--- src/rtl/mem_stage_lsu_pkg.sv ---
// Shared encodings and helpers for the memory-stage load/store unit.
package mem_stage_pkg;

  localparam logic [1:0] SZ_BYTE   = 2'b00;
  localparam logic [1:0] SZ_HALF   = 2'b01;
  localparam logic [1:0] SZ_WORD   = 2'b10;
  localparam logic [1:0] SZ_DOUBLE = 2'b11;

  typedef enum logic [0:0] {
    ST_IDLE = 1'b0,
    ST_WAIT = 1'b1
  } state_e;

  function automatic int be_width(input int data_w);
    return data_w / 8;
  endfunction

  // A double access is never aligned on a 32-bit data path.
  function automatic logic is_misaligned(input logic [1:0] size, input logic [2:0] lo, input int data_w);
    logic mis;
    case (size)
      SZ_BYTE:   mis = 1'b0;
      SZ_HALF:   mis = lo[0];
      SZ_WORD:   mis = (lo[1:0] != 2'b00);
      SZ_DOUBLE: mis = (data_w < 64) || (lo != 3'b000);
      default:   mis = 1'b1;
    endcase
    return mis;
  endfunction

endpackage

--- src/rtl/mem_stage_lsu_if.sv ---
// Data-memory req/ack port between the load/store unit (master) and memory (slave).
interface mem_stage_lsu_if
  import mem_stage_pkg::*;
#(
  parameter int DATA_W = 32,
  parameter int ADDR_W = 32
);
  localparam int BE_W = be_width(DATA_W);

  logic              req;
  logic              we;
  logic [ADDR_W-1:0] addr;
  logic [DATA_W-1:0] wdata;
  logic [BE_W-1:0]   be;
  logic [DATA_W-1:0] rdata;
  logic              ack;

  modport master (output req, we, addr, wdata, be, input rdata, ack);
  modport slave  (input req, we, addr, wdata, be, output rdata, ack);
endinterface

--- src/rtl/mem_stage_lsu_lane_align.sv ---
// Big-endian lane steering: store replication + byte enables, load extract + extend.
module mem_lane_align
  import mem_stage_pkg::*;
#(
  parameter int DATA_W = 32,
  localparam int NB    = be_width(DATA_W),
  localparam int OFF_W = $clog2(NB)
) (
  input  logic [1:0]        st_size_i,
  input  logic [OFF_W-1:0]  st_off_i,
  input  logic [DATA_W-1:0] st_data_i,
  output logic [DATA_W-1:0] st_wdata_o,
  output logic [NB-1:0]     st_be_o,
  input  logic [1:0]        ld_size_i,
  input  logic [OFF_W-1:0]  ld_off_i,
  input  logic              ld_unsigned_i,
  input  logic [DATA_W-1:0] ld_rdata_i,
  output logic [DATA_W-1:0] ld_data_o
);

  logic [OFF_W-1:0]  amask;
  logic [DATA_W-1:0] shifted;

  // Store path: replicate the datum across lanes; enable lanes whose offset matches under the size mask.
  always_comb begin
    st_wdata_o = st_data_i;
    amask      = '0;
    case (st_size_i)
      SZ_BYTE: begin
        st_wdata_o = {NB{st_data_i[7:0]}};
        amask      = '1;
      end
      SZ_HALF: begin
        st_wdata_o = {(NB/2){st_data_i[15:0]}};
        amask      = ~OFF_W'(1);
      end
      SZ_WORD: begin
        st_wdata_o = {(NB/4){st_data_i[31:0]}};
        amask      = ~OFF_W'(3);
      end
      default: begin
        st_wdata_o = st_data_i;
        amask      = '0;
      end
    endcase
    st_be_o = '0;
    for (int k = 0; k < NB; k++) begin
      st_be_o[NB-1-k] = ((OFF_W'(k) & amask) == (st_off_i & amask));
    end
  end

  // Load path: move the addressed lanes to the top, then extend from the top bit.
  always_comb begin
    shifted   = ld_rdata_i << {ld_off_i, 3'b000};
    ld_data_o = {DATA_W{~ld_unsigned_i & shifted[DATA_W-1]}};
    case (ld_size_i)
      SZ_BYTE: ld_data_o[7:0]  = shifted[DATA_W-1 -: 8];
      SZ_HALF: ld_data_o[15:0] = shifted[DATA_W-1 -: 16];
      SZ_WORD: ld_data_o[31:0] = shifted[DATA_W-1 -: 32];
      default: ld_data_o       = shifted;
    endcase
  end

endmodule

--- src/rtl/mem_stage_lsu.sv ---
// Memory stage: multi-cycle req/ack data-memory access, stall generation and the M/W register.
module mem_stage_lsu
  import mem_stage_pkg::*;
#(
  parameter int DATA_W   = 32,
  parameter int ADDR_W   = 32,
  parameter int REG_W    = 5,
  parameter int MAX_WAIT = 15
) (
  input  logic              clk,
  input  logic              reset,
  input  logic              valid_m,
  input  logic              mem_read_m,
  input  logic              mem_write_m,
  input  logic [1:0]        size_m,
  input  logic              unsigned_m,
  input  logic [ADDR_W-1:0] addr_m,
  input  logic [DATA_W-1:0] write_data_m,
  input  logic [DATA_W-1:0] result_w,
  input  logic              forward_mm,
  input  logic              reg_write_m,
  input  logic              mem_to_reg_m,
  input  logic [REG_W-1:0]  write_reg_m,
  mem_stage_lsu_if.master   mem,
  output logic              stall_m,
  output logic [DATA_W-1:0] alu_out_w,
  output logic [DATA_W-1:0] read_data_w,
  output logic              reg_write_w,
  output logic              mem_to_reg_w,
  output logic [REG_W-1:0]  write_reg_w,
  output logic              misalign_exc,
  output logic              timeout_exc
);

  localparam int         NB        = be_width(DATA_W);
  localparam int         OFF_W     = $clog2(NB);
  localparam logic [7:0] LAST_WAIT = 8'(MAX_WAIT - 1);

  state_e            state_q, state_d;
  logic [7:0]        cnt_q, cnt_d;
  logic              req_q, req_d, we_q, we_d;
  logic [ADDR_W-1:0] addr_q, addr_d;
  logic [DATA_W-1:0] wdata_q, wdata_d;
  logic [NB-1:0]     be_q, be_d;
  logic [1:0]        ld_size_q, ld_size_d;
  logic [OFF_W-1:0]  ld_off_q, ld_off_d;
  logic              ld_uns_q, ld_uns_d;
  logic [DATA_W-1:0] alu_q, alu_d, rd_q, rd_d;
  logic              rw_q, rw_d, mtr_q, mtr_d;
  logic [REG_W-1:0]  wreg_q, wreg_d;
  logic              mis_q, mis_d, tmo_q, tmo_d;

  logic              access, misaligned, stall;
  logic [DATA_W-1:0] st_wdata, ld_data;
  logic [NB-1:0]     st_be;

  assign access     = valid_m & (mem_read_m | mem_write_m);
  assign misaligned = is_misaligned(size_m, addr_m[2:0], DATA_W);

  mem_lane_align #(.DATA_W(DATA_W)) u_align (
    .st_size_i     (size_m),
    .st_off_i      (addr_m[OFF_W-1:0]),
    .st_data_i     (forward_mm ? result_w : write_data_m),
    .st_wdata_o    (st_wdata),
    .st_be_o       (st_be),
    .ld_size_i     (ld_size_q),
    .ld_off_i      (ld_off_q),
    .ld_unsigned_i (ld_uns_q),
    .ld_rdata_i    (mem.rdata),
    .ld_data_o     (ld_data)
  );

  // Next-state: accept in IDLE, wait for ack or timeout in WAIT; W register holds while stalled.
  always_comb begin
    state_d   = state_q;
    cnt_d     = cnt_q;
    req_d     = req_q;
    we_d      = we_q;
    addr_d    = addr_q;
    wdata_d   = wdata_q;
    be_d      = be_q;
    ld_size_d = ld_size_q;
    ld_off_d  = ld_off_q;
    ld_uns_d  = ld_uns_q;
    alu_d     = alu_q;
    rd_d      = rd_q;
    rw_d      = rw_q;
    mtr_d     = mtr_q;
    wreg_d    = wreg_q;
    mis_d     = 1'b0;
    tmo_d     = 1'b0;
    stall     = 1'b0;
    case (state_q)
      ST_IDLE: begin
        if (access && !misaligned) begin
          stall     = 1'b1;
          state_d   = ST_WAIT;
          cnt_d     = 8'd0;
          req_d     = 1'b1;
          we_d      = mem_write_m;
          addr_d    = {addr_m[ADDR_W-1:OFF_W], {OFF_W{1'b0}}};
          wdata_d   = st_wdata;
          be_d      = st_be;
          ld_size_d = size_m;
          ld_off_d  = addr_m[OFF_W-1:0];
          ld_uns_d  = unsigned_m;
        end else begin
          alu_d  = addr_m;
          rd_d   = '0;
          rw_d   = reg_write_m & ~access;
          mtr_d  = mem_to_reg_m;
          wreg_d = write_reg_m;
          mis_d  = access;
        end
      end
      ST_WAIT: begin
        cnt_d = cnt_q + 8'd1;
        if (mem.ack) begin
          state_d = ST_IDLE;
          cnt_d   = 8'd0;
          req_d   = 1'b0;
          we_d    = 1'b0;
          alu_d   = addr_m;
          rd_d    = ld_data;
          rw_d    = reg_write_m;
          mtr_d   = mem_to_reg_m;
          wreg_d  = write_reg_m;
        end else if (cnt_q == LAST_WAIT) begin
          state_d = ST_IDLE;
          cnt_d   = 8'd0;
          req_d   = 1'b0;
          we_d    = 1'b0;
          alu_d   = addr_m;
          rd_d    = '0;
          rw_d    = 1'b0;
          mtr_d   = mem_to_reg_m;
          wreg_d  = write_reg_m;
          tmo_d   = 1'b1;
        end else begin
          stall = 1'b1;
        end
      end
      default: begin
        state_d = ST_IDLE;
        cnt_d   = 8'd0;
        req_d   = 1'b0;
        we_d    = 1'b0;
      end
    endcase
  end

  // State, request and M/W registers with synchronous reset.
  always_ff @(posedge clk) begin
    if (reset) begin
      state_q   <= ST_IDLE;
      cnt_q     <= 8'd0;
      req_q     <= 1'b0;
      we_q      <= 1'b0;
      addr_q    <= '0;
      wdata_q   <= '0;
      be_q      <= '0;
      ld_size_q <= 2'b00;
      ld_off_q  <= '0;
      ld_uns_q  <= 1'b0;
      alu_q     <= '0;
      rd_q      <= '0;
      rw_q      <= 1'b0;
      mtr_q     <= 1'b0;
      wreg_q    <= '0;
      mis_q     <= 1'b0;
      tmo_q     <= 1'b0;
    end else begin
      state_q   <= state_d;
      cnt_q     <= cnt_d;
      req_q     <= req_d;
      we_q      <= we_d;
      addr_q    <= addr_d;
      wdata_q   <= wdata_d;
      be_q      <= be_d;
      ld_size_q <= ld_size_d;
      ld_off_q  <= ld_off_d;
      ld_uns_q  <= ld_uns_d;
      alu_q     <= alu_d;
      rd_q      <= rd_d;
      rw_q      <= rw_d;
      mtr_q     <= mtr_d;
      wreg_q    <= wreg_d;
      mis_q     <= mis_d;
      tmo_q     <= tmo_d;
    end
  end

  assign mem.req      = req_q;
  assign mem.we       = we_q;
  assign mem.addr     = addr_q;
  assign mem.wdata    = wdata_q;
  assign mem.be       = be_q;
  assign stall_m      = stall;
  assign alu_out_w    = alu_q;
  assign read_data_w  = rd_q;
  assign reg_write_w  = rw_q;
  assign mem_to_reg_w = mtr_q;
  assign write_reg_w  = wreg_q;
  assign misalign_exc = mis_q;
  assign timeout_exc  = tmo_q;

endmodule

--- src/flat_wrapper.sv ---
// flat-port wrapper written by rule: the top's interface ports become plain ports
module mem_stage_lsu_flat import mem_stage_pkg::*;
#(
  parameter int DATA_W   = 32,
  parameter int ADDR_W   = 32,
  parameter int REG_W    = 5,
  parameter int MAX_WAIT = 15
)
  (clk, reset, valid_m, mem_read_m, mem_write_m, size_m, unsigned_m, addr_m, write_data_m, result_w, forward_mm, reg_write_m, mem_to_reg_m, write_reg_m, stall_m, alu_out_w, read_data_w, reg_write_w, mem_to_reg_w, write_reg_w, misalign_exc, timeout_exc, mem_req, mem_we, mem_addr, mem_wdata, mem_be, mem_rdata, mem_ack);
  mem_stage_lsu_if #(.DATA_W(DATA_W), .ADDR_W(ADDR_W)) mem_i ();
  input  logic clk;
  input  logic reset;
  input  logic valid_m;
  input  logic mem_read_m;
  input  logic mem_write_m;
  input  logic [1:0] size_m;
  input  logic unsigned_m;
  input  logic [ADDR_W-1:0] addr_m;
  input  logic [DATA_W-1:0] write_data_m;
  input  logic [DATA_W-1:0] result_w;
  input  logic forward_mm;
  input  logic reg_write_m;
  input  logic mem_to_reg_m;
  input  logic [REG_W-1:0] write_reg_m;
  output logic stall_m;
  output logic [DATA_W-1:0] alu_out_w;
  output logic [DATA_W-1:0] read_data_w;
  output logic reg_write_w;
  output logic mem_to_reg_w;
  output logic [REG_W-1:0] write_reg_w;
  output logic misalign_exc;
  output logic timeout_exc;
  output wire logic [$bits(mem_i.req)-1:0] mem_req;
  output wire logic [$bits(mem_i.we)-1:0] mem_we;
  output wire logic [$bits(mem_i.addr)-1:0] mem_addr;
  output wire logic [$bits(mem_i.wdata)-1:0] mem_wdata;
  output wire logic [$bits(mem_i.be)-1:0] mem_be;
  input wire logic [$bits(mem_i.rdata)-1:0] mem_rdata;
  input wire logic [$bits(mem_i.ack)-1:0] mem_ack;
  assign mem_req = mem_i.req;
  assign mem_we = mem_i.we;
  assign mem_addr = mem_i.addr;
  assign mem_wdata = mem_i.wdata;
  assign mem_be = mem_i.be;
  assign mem_i.rdata = mem_rdata;
  assign mem_i.ack = mem_ack;
  mem_stage_lsu #(.DATA_W(DATA_W), .ADDR_W(ADDR_W), .REG_W(REG_W), .MAX_WAIT(MAX_WAIT)) u_core (.clk(clk), .reset(reset), .valid_m(valid_m), .mem_read_m(mem_read_m), .mem_write_m(mem_write_m), .size_m(size_m), .unsigned_m(unsigned_m), .addr_m(addr_m), .write_data_m(write_data_m), .result_w(result_w), .forward_mm(forward_mm), .reg_write_m(reg_write_m), .mem_to_reg_m(mem_to_reg_m), .write_reg_m(write_reg_m), .mem(mem_i), .stall_m(stall_m), .alu_out_w(alu_out_w), .read_data_w(read_data_w), .reg_write_w(reg_write_w), .mem_to_reg_w(mem_to_reg_w), .write_reg_w(write_reg_w), .misalign_exc(misalign_exc), .timeout_exc(timeout_exc));
endmodule
--- config.mk ---
export PLATFORM = sky130hd
export DESIGN_NAME = mem_stage_lsu_flat
export DESIGN_NICKNAME = d
export VERILOG_FILES = /design/src/rtl/mem_stage_lsu_pkg.sv /design/src/rtl/mem_stage_lsu_if.sv /design/src/rtl/mem_stage_lsu_lane_align.sv /design/src/rtl/mem_stage_lsu.sv /design/src/flat_wrapper.sv
export SDC_FILE = /design/constraint.sdc
export NUM_CORES = 1
export LEC_CHECK = 0
export CORE_ASPECT_RATIO = 0.6
export CORE_MARGIN = 2
export CORE_UTILIZATION = 45
export CTS_CLUSTER_SIZE = 25
export DETAILED_ROUTE_END_ITERATION = 8
export GPL_TIMING_DRIVEN = 0
export PLACE_DENSITY_LB_ADDON = 0.15
export SETUP_SLACK_MARGIN = 0.05
export SYNTH_ARGS = -nofsm -noshare
export SYNTH_HDL_FRONTEND = slang
export SYNTH_SLANG_ARGS = --single-unit
--- constraint.sdc ---
create_clock -name clk -period 5.35 [get_ports clk]
set_input_delay 1.07 -clock clk [delete_from_list [all_inputs] [get_ports clk]]
set_output_delay 1.07 -clock clk [all_outputs]
set_load 0.1 [all_outputs]
* After elaboration in Yosys (flattened, before gate mapping)
Cells that the tools add are included.
** Word-level totals
- Flip-flop bits (word level) :: 155
- Latch bits :: 0
- Bits in writable memories :: 0
- Memory bits (read-only) :: 0
- Bits of input ports :: 145
- Output and inout port bits :: 144
- Logic and storage cells :: 91
- Memories :: 0
** Cells by class
- Add/sub/neg operators :: 1
- $mul :: 0
- Div/mod/pow operators :: 0
- Magnitude comparators :: 0
- Eq/ne operators :: 11
- Shifts and indexed selects :: 1
- Multiplexer cells :: 41
- Bitwise operators :: 8
- Reductions and logical operators :: 12
** Operators with widths (number)
- 2-to-1 mux 32 bit :: 7
- case mux 32 bit (2 select lines) :: 3
- case mux 8 bit (2 select lines) :: 3
- << shifter 32 x 5 -> 32 bit :: 1
- 2-to-1 mux 8 bit :: 3
- 2-to-1 mux 16 bit :: 1
- 2-to-1 mux 5 bit :: 3
- 2-to-1 mux 1 bit :: 13
- case mux 1 bit (2 select lines) :: 5
- case mux 5 bit (2 select lines) :: 1
- adder 8 x 1 -> 8 bit, second input constant :: 1
- == test 8 x 4 -> 1 bit, second input constant :: 1
- logical NOT 2 bit :: 3
- AND reduction 2 bit :: 3
- OR reduction 3 bit :: 2
- == test 2 x 1 -> 1 bit, second input constant :: 2
- == test 2 bit :: 2
- == test 2 bit, second input constant :: 2
- case mux 1 bit (4 select lines) :: 1
- case mux 2 bit (2 select lines) :: 1
- AND 1 bit :: 3
- != test 3 bit, second input constant :: 1
- NOT 1 bit :: 3
- AND 2 bit :: 1
- 8 further kinds :: 8

* Depth between registers and ports, before layout
Gate-level depths: netlist of the first run.
- Depth in word-level cells :: 6
- Depth in mapped cells :: 8
- Gate-level depth less buffers :: 6

* By module
A second synthesis of the first run with hierarchy kept.
** Second synthesis, totals
- Cells, all modules :: 1020
- Area total of the unflattened synthesis :: 8149.1 um2
** Modules (own cells, without submodules)
- mem_stage_lsu :: times used 1, cells an instance 760, area an instance 6202.2 um2, seq. area each 3103.0 um2
- mem_lane_align :: times used 1, cells an instance 260, area an instance 1946.9 um2, seq. area each 0.0 um2

* Worst setup path before layout of the first run
No wires, ideal clock.
- Kind :: input to output
- Start :: input port size_m[0]
- End :: output port stall_m
- Arrival time :: 2.593 ns
- Required time :: 4.280 ns
- Path slack :: 1.687 ns
- Stages on the path :: 6
- Path buffers :: 3
- Cells stage by stage :: buf_2 -> nor3_2 -> o211ai_1 -> buf_2 -> buf_2 -> nand2_1
** On the way
- Cells in the longest elaborated chain, start to end :: 6
- Elaborated cells between the ends (all ways) :: 9
- Classes of those cells :: eq/ne (3); mux (3); reduce/logical (3)
** Ends and longest elaborated chain
- from (decl) :: RTL line flat_wrapper.sv:16 : input logic [1:0] size_m;
- == test 2 bit (tied with other cells) :: RTL line mem_stage_lsu_pkg.sv:21 : case (size)
- case mux 1 bit (4 select lines) (*) :: RTL line mem_stage_lsu_pkg.sv:21
- logical NOT 1 bit (*) :: RTL line mem_stage_lsu.sv:95 : if (access && !misaligned) begin
- logical AND 1 bit (*) :: RTL line mem_stage_lsu.sv:95
- 2-to-1 mux 1 bit (*) :: RTL line mem_stage_lsu.sv:95
- case mux 1 bit (2 select lines) (*) :: RTL line mem_stage_lsu.sv:93 : case (state_q)
- to (decl) :: RTL line flat_wrapper.sv:25 : output logic stall_m;
Mark *: on every way between the ends. The rest lies on a longest branch, timed or not.

* Worst setup path after layout of the first run
- Start :: input port addr_m[0]
- End :: output port stall_m
** On the way
- Cells in the longest elaborated chain, start to end :: 6
** Ends and longest elaborated chain
- from (decl) :: RTL line flat_wrapper.sv:18 : input logic [ADDR_W-1:0] addr_m;
- nonzero test 2 bit :: RTL line mem_stage_lsu_pkg.sv:24 : SZ_WORD: mis = (lo[1:0] != 2'b00);
- case mux 1 bit (4 select lines) (*) :: RTL line mem_stage_lsu_pkg.sv:21
- logical NOT 1 bit (*) :: RTL line mem_stage_lsu.sv:95
- logical AND 1 bit (*) :: RTL line mem_stage_lsu.sv:95
- 2-to-1 mux 1 bit (*) :: RTL line mem_stage_lsu.sv:95
- case mux 1 bit (2 select lines) (*) :: RTL line mem_stage_lsu.sv:93
Marked as above.

==> metrics.yaml, run 1 <==
numPortBuffers: 283
drt_pass1_iterations: 6
ios: 289
min_from: "u_core.mem.wdata[28]$_SDFFE_PP0P_"
setup_viol: 0
fp.coreArea_um2: 15400
htreeDepth: 4
ctsResizeCount: 0
grt_use_met3_pct: 11.0
hp-class: "register to register"
final_common_cell: "clkdlybuf4s50_1"
yosysSeqAreaShare_pct: 43.6
p_per_area_nw_per_um2: 313
status: "finished clean"
timing.critical_path.slowest_stage_cell: "clkdlybuf4s50_1"
vias_per_cell: 5.64
dr.first_iter.drc_count: 770
r2r_cells: 8
hold_viol_final: 0
clk_path_buf_depth: 2
fin_nets: 1285
gp_congestion: 0.955
tritoncts: "yes"
rows: 35
first_global_vias: 7403
synth_edf_count: 0
worstSetupEndpointType: "output port"
synth_cell_types: 49
drv_cap: 0
cts_hold_buffers: 0
numCtsBuffers: 17
r2r_slack_ns: 3.02
rsz0062_at_grt: "false"
relSlewSlack_pct: 29.5
crit_buf_inv: 4
peakVddDrop_v: 0.000208
cts_setup_buffers: 0
avgRoutedWirePerCell_um: 19.6
drtAntennaViolNets: 0
fin_total_pwr_mw: 3.38
drc_errors: 0
grtUsageMet2_pct: 45.8
cp_top_family: "buffers and inverters"
worstMarginPinSlew_ns: 1.05
syn_area_um2: 7110
setup_tns_ns: 0
synth_ff_type: "dfxtp_1"
grt_antenna_before_repair: 0
die_h_um: 101
whs_path_depth: 2
clk_pin_slew_ns: 0.06
syn_to_final_growth_pct: 51.5
start_util_pct: 46.1
diodes: 0
fillers: 1270
num_vias: 7637
cp-start-kind: "input port"
drt_wl_total_um: 26500
arrival_ns: 4.07
drive_above_1_share_pct: 7.99
r2r_end: "u_core.alu_out_w[31]$_SDFFE_PP0P_"
busiest_layer: "met2"
synthCells: 835
multi_input_area_um2: 3610
r2r-start: "u_core.cnt_q[0]$_SDFFE_PP0P_"
dp_hpwl_um: 20400
die_w_um: 166
syn_avg_cell_area_um2: 8.52
grt_max_degree: 17
die_area_um2: 16900
worstSkewPairLatency_ns: 0.42
synth-seq-cells: 155
grt_pass1_wl_um: 40700
use_met1_pct: 43.3
synthArstFlopShare_pct: 0
worstPathCellList: "clkdlybuf4s50_1 > a21oi_1 > o211ai_1 > buf_2 > buf_2 > nand2_1 > clkdlybuf4s50_1"
path_class: "input port to output port"
min_to: "u_core.mem.wdata[28]$_SDFFE_PP0P_"
overflow: 0
max_freq_mhz: 195
power_leakage_nw: 3.98
yosys_warnings: 0
required_ns: 4.28
groute.usage.overall_pct: 30.9
holdWs_ns: 0.453
clockRootBuffer: "clkbuf_16"
finalCritPeriodShare_pct: 96.1
slew_viol_final: 0
cts_sinks: 155
seq_area_um2: 3100
skew_ns: 0.0155
final_cell_mix: "283 x clkdlybuf4s50_1, 162 x nand2_1, 155 x dfxtp_1, 114 x a21oi_1, 63 x mux2i_1"
min_period_ns: 5.14
max_stage_delay_ns: 0.99
cp_max_fo: 10
-- cell usage after synthesis (2+ instances only) --
library cell / count / area (um^2)
a21oi_1: 114 / 571
nor3_1: 3 / 15.0
inv_1: 7 / 26.3
a31oi_1: 4 / 25.0
a21oi_2: 2 / 17.5
o211ai_1: 9 / 67.6
mux2i_1: 63 / 631
dfxtp_1: 155 / 3100
nand3_1: 54 / 270
a22o_1: 22 / 193
buf_4: 9 / 67.6
o21ai_0: 50 / 250
mux4_2: 9 / 203
a311oi_1: 5 / 43.8
mux2_2: 7 / 78.8
or2_2: 2 / 12.5
a2bb2oi_1: 8 / 70.1
nand2_1: 162 / 608
clkinv_1: 2 / 7.51
ha_1: 2 / 25.0
nor2_1: 20 / 75.1
nand2b_1: 8 / 50.1
or3_1: 2 / 12.5
a211oi_1: 11 / 82.6
buf_2: 28 / 140
buf_6: 2 / 22.5
nor4_1: 2 / 12.5
a22oi_1: 9 / 67.6
clkbuf_1: 36 / 135
a32o_1: 9 / 90.1
-- layer usage --
layer,routed length (um),part of all wire [%]
met1,12000,45
met2,11000,41
met3,3110,12
met4,451,1.7
met5,0,0
-- kinds of logic (layout without fill, tap and decap cells) --
kind of cell / count (synthesis) / after routing / share of synthesized area, %
AOI/OAI and AO/OA: 251 / 251 / 21.7
adders and majority gates: 2 / 2 / 0.352
buffers and inverters: 85 / 400 / 5.66
DFF: 155 / 155 / 43.6
muxes: 79 / 79 / 12.8
other: 1 / 2 / 0.0527
and+or+nand+nor: 262 / 262 / 15.8
-- cell type report --
class / instances / share of cell area [%]
buffer: 76 / 3.43
tap: 203 / 2.36
clock inverter: 13 / 1.20
sequential: 155 / 28.8
clock buffer: 19 / 4.11
timing repair buffer: 283 / 26.3
multi-input combinational: 596 / 33.5
inverter: 9 / 0.314
-- worst min-delay path: cells and delay by family, from the launching register on --
family / cells / cell delay, ns
AOI/OAI and AO/OA: 1 / 0.05
DFF: 1 / 0.31
and+or+nand+nor: 1 / 0.05
-- where the power goes --
group	internal (mW)	switching (mW)	leakage [nW]
Sequential	1.21	0.0293	1.27
Combinational	0.285	0.651	2.43
Clock	0.667	0.534	0.282
Total	2.16	1.21	3.98
-- metrics by stage --
step,utilization (%),std cells,worst slack (ns),instance area [um^2]
floorplan,-,836,1.69,7120
global placement,66.2,1322,0.335,10200
detailed placement,66.2,1322,0.318,10200
CTS,69.9,1354,0.249,10800
global route,69.9,1354,0.150,10800
finish,69.9,1354,0.210,10800
-- worst max path at each step --
| stage | cells past startpoint | start | to |
|---|---|---|---|
| after floorplan | 6 | size_m[0] | stall_m |
| after global placement | 7 | addr_m[0] | stall_m |
| after detailed placement | 7 | addr_m[0] | stall_m |
| after CTS | 7 | addr_m[0] | stall_m |
| after global routing | 7 | addr_m[0] | stall_m |
| final | 7 | addr_m[0] | stall_m |
-- state kept, by name (all words and copies together) (netlist names), 2 cells and up --
register / count
u_core.write_reg_w: 5
u_core.ld_off_q: 2
u_core.mem.wdata: 32
u_core.read_data_w: 32
u_core.mem.be: 4
u_core.ld_size_q: 2
u_core.mem.addr: 30
u_core.alu_out_w: 32
u_core.cnt_q: 8
Power figures use the tool's default switching activity.
==> run 2: changes to the inputs <==
--- a/config.mk
+++ b/config.mk
@@ -7,7 +7,8 @@
 export LEC_CHECK = 0
 export CORE_ASPECT_RATIO = 0.6
 export CORE_MARGIN = 2
-export CORE_UTILIZATION = 45
+export CORE_UTILIZATION = 39
+export CTS_CLUSTER_DIAMETER = 80
 export CTS_CLUSTER_SIZE = 25
 export DETAILED_ROUTE_END_ITERATION = 8
 export GPL_TIMING_DRIVEN = 0
==> constraint.sdc (replaced) <==
create_clock -name clk -period 4.4 [get_ports clk]
set_input_delay 0.88 -clock clk [delete_from_list [all_inputs] [get_ports clk]]
set_output_delay 0.88 -clock clk [all_outputs]
set_load 0.1 [all_outputs]
==> run 2 against run 1 <==
Combinational power is 22% higher. Worst hold slack improved by 0.0015 ns. Clock power increased by 23%. Critical endpoint unchanged. Wire length increased by 2.5%. First-iteration DRC count shrank 19%.
==> metrics.yaml, run 2 (synthesized netlist as in run 1, its figures left out) <==
final_area_um2: 10800
die_w_um: 178
p_per_area_nw_per_um2: 381
rsz0062_at_grt: "false"
min_to: "u_core.mem.wdata[29]$_SDFFE_PP0P_"
dp.cells: 1359
hp-class: "register to register"
worstSetupEndpointType: "output port"
worstSkewPairLatency_ns: 0.43
drt_pass1_iterations: 6
drtAntennaViolNets: 0
numPortBuffers: 283
clockRootBuffer: "clkbuf_16"
grt_pass1_wl_um: 40900
stdcell_count: 1392
drv_cap: 0
dr.first_iter.drc_count: 626
power_leakage_nw: 3.98
peakVddDrop_v: 0.000236
cp-start-kind: "input port"
grt_max_degree: 17
gp_congestion: 0.953
drt_wl_total_um: 27200
drc_errors: 0
rows: 38
final_cell_mix: "282 x clkdlybuf4s50_1, 162 x nand2_1, 155 x dfxtp_1, 114 x a21oi_1, 63 x mux2i_1"
placed_cell_area_um2: 10200
groute.usage.overall_pct: 28.0
max_freq_mhz: 249
fin_ws_ns: 0.381
numCtsBuffers: 17
cts_sinks: 155
min_from: "u_core.mem.wdata[29]$_SDFFE_PP0P_"
num_vias: 7515
relSlewSlack_pct: 28.8
r2r_end: "u_core.alu_out_w[23]$_SDFFE_PP0P_"
clk_path_buf_depth: 2
fp.coreArea_um2: 18000
setup_viol: 0
die_area_um2: 19400
fin_util_pct: 60.3
overflow: 0
finalCritPeriodShare_pct: 91.3
r2r_cells: 8
skew_ns: 0.0183
ios: 289
r2r-start: "u_core.cnt_q[0]$_SDFFE_PP0P_"
tritoncts: "yes"
first_global_vias: 7033
r2r_slack_ns: 2.11
avgRoutedWirePerCell_um: 19.6
grt_antenna_before_repair: 0
min_period_ns: 4.02
fin_nets: 1286
cp_max_fo: 10
htreeDepth: 4
dp_slack_ns: -0.281
whs_path_depth: 2
vias_per_cell: 5.40
required_ns: 3.52
syn_to_final_growth_pct: 52.3
arrival_ns: 3.14
worstMarginPinSlew_ns: 1.06
path_class: "input port to output port"
dp_hpwl_um: 21100
status: "finished clean"
diodes: 0
start_util_pct: 39.6
slew_viol_final: 0
drive_above_1_share_pct: 8.16
final_common_cell: "clkdlybuf4s50_1"
die_h_um: 109
hold_viol_final: 0
clk_pin_slew_ns: 0.07
run 2: cell count changes in the layout (fill, tap and decap cells not counted), sizes merged:
cell           previous run  this run
clkbuf                   55        54
inv                      15        17
clkdlybuf4s50           283       282
clkinv                    5         4
buf                      40        42
run 2: final cells by class:
type | instances | area (um^2)
clock buffers | 18 | 429
flip-flops and latches | 155 | 3100
plain buffers | 76 | 369
clock inverters | 14 | 149
well taps | 240 | 300
repair buffers | 284 | 2840
fillers | 1602 | 7140
inverters | 9 | 33.8
multi-input cells | 596 | 3610
run 2: critical path, cell delays in order:
cell,delay [ns]
clkdlybuf4s50_1,0.65
a21oi_1,0.20
o211ai_1,0.39
buf_2,0.30
buf_2,0.32
nand2_1,0.09
buf_2,0.30
run 2: routing by layer:
layer / GRT usage (%) / routed length, um
met2: 38.4 / 10900
met1: 41.9 / 13100
met3: 9.42 / 2960
met4: 5.63 / 297
met5: 0 / 0
run 2: repair_timing:
action / 4_1_cts / 5_1_grt
setup endpoints to repair: 1 / 1
pin swaps: 0 / 1
hold buffers: 0 / 0
gates resized for setup: 3 / 2
setup buffers: 0 / 1
run 2: how the worst max path moves through the flow:
stage,startpoint,to,slack [ns],depth (start not counted)
finish,addr_m[0],stall_m,0.38,7
global route,addr_m[0],stall_m,0.24,7
CTS,addr_m[0],stall_m,0.21,7
detailed placement,addr_m[0],stall_m,-0.28,7
global placement,addr_m[0],stall_m,-0.27,7
floorplan,size_m[0],stall_m,1.12,6
run 2: power breakdown:
part | internal (mW) | switching (mW)
combinational | 0.347 | 0.794
sequential | 1.47 | 0.0341
clock | 0.806 | 0.672
run 2: through the flow:
| stage | setup TNS [ns] | hold WS [ns] | total power, mW |
|---|---|---|---|
| 3_3_place_gp | -0.267 | 0.441 | 2.66 |
| 5_1_grt | 0 | 0.472 | 4.26 |
| 4_1_cts | 0 | 0.456 | 4.14 |
| 3_5_place_dp | -0.281 | 0.446 | 2.67 |
| 2_1_floorplan | 0 | 0.449 | 2.28 |
| 6_report | 0 | 0.454 | 4.12 |
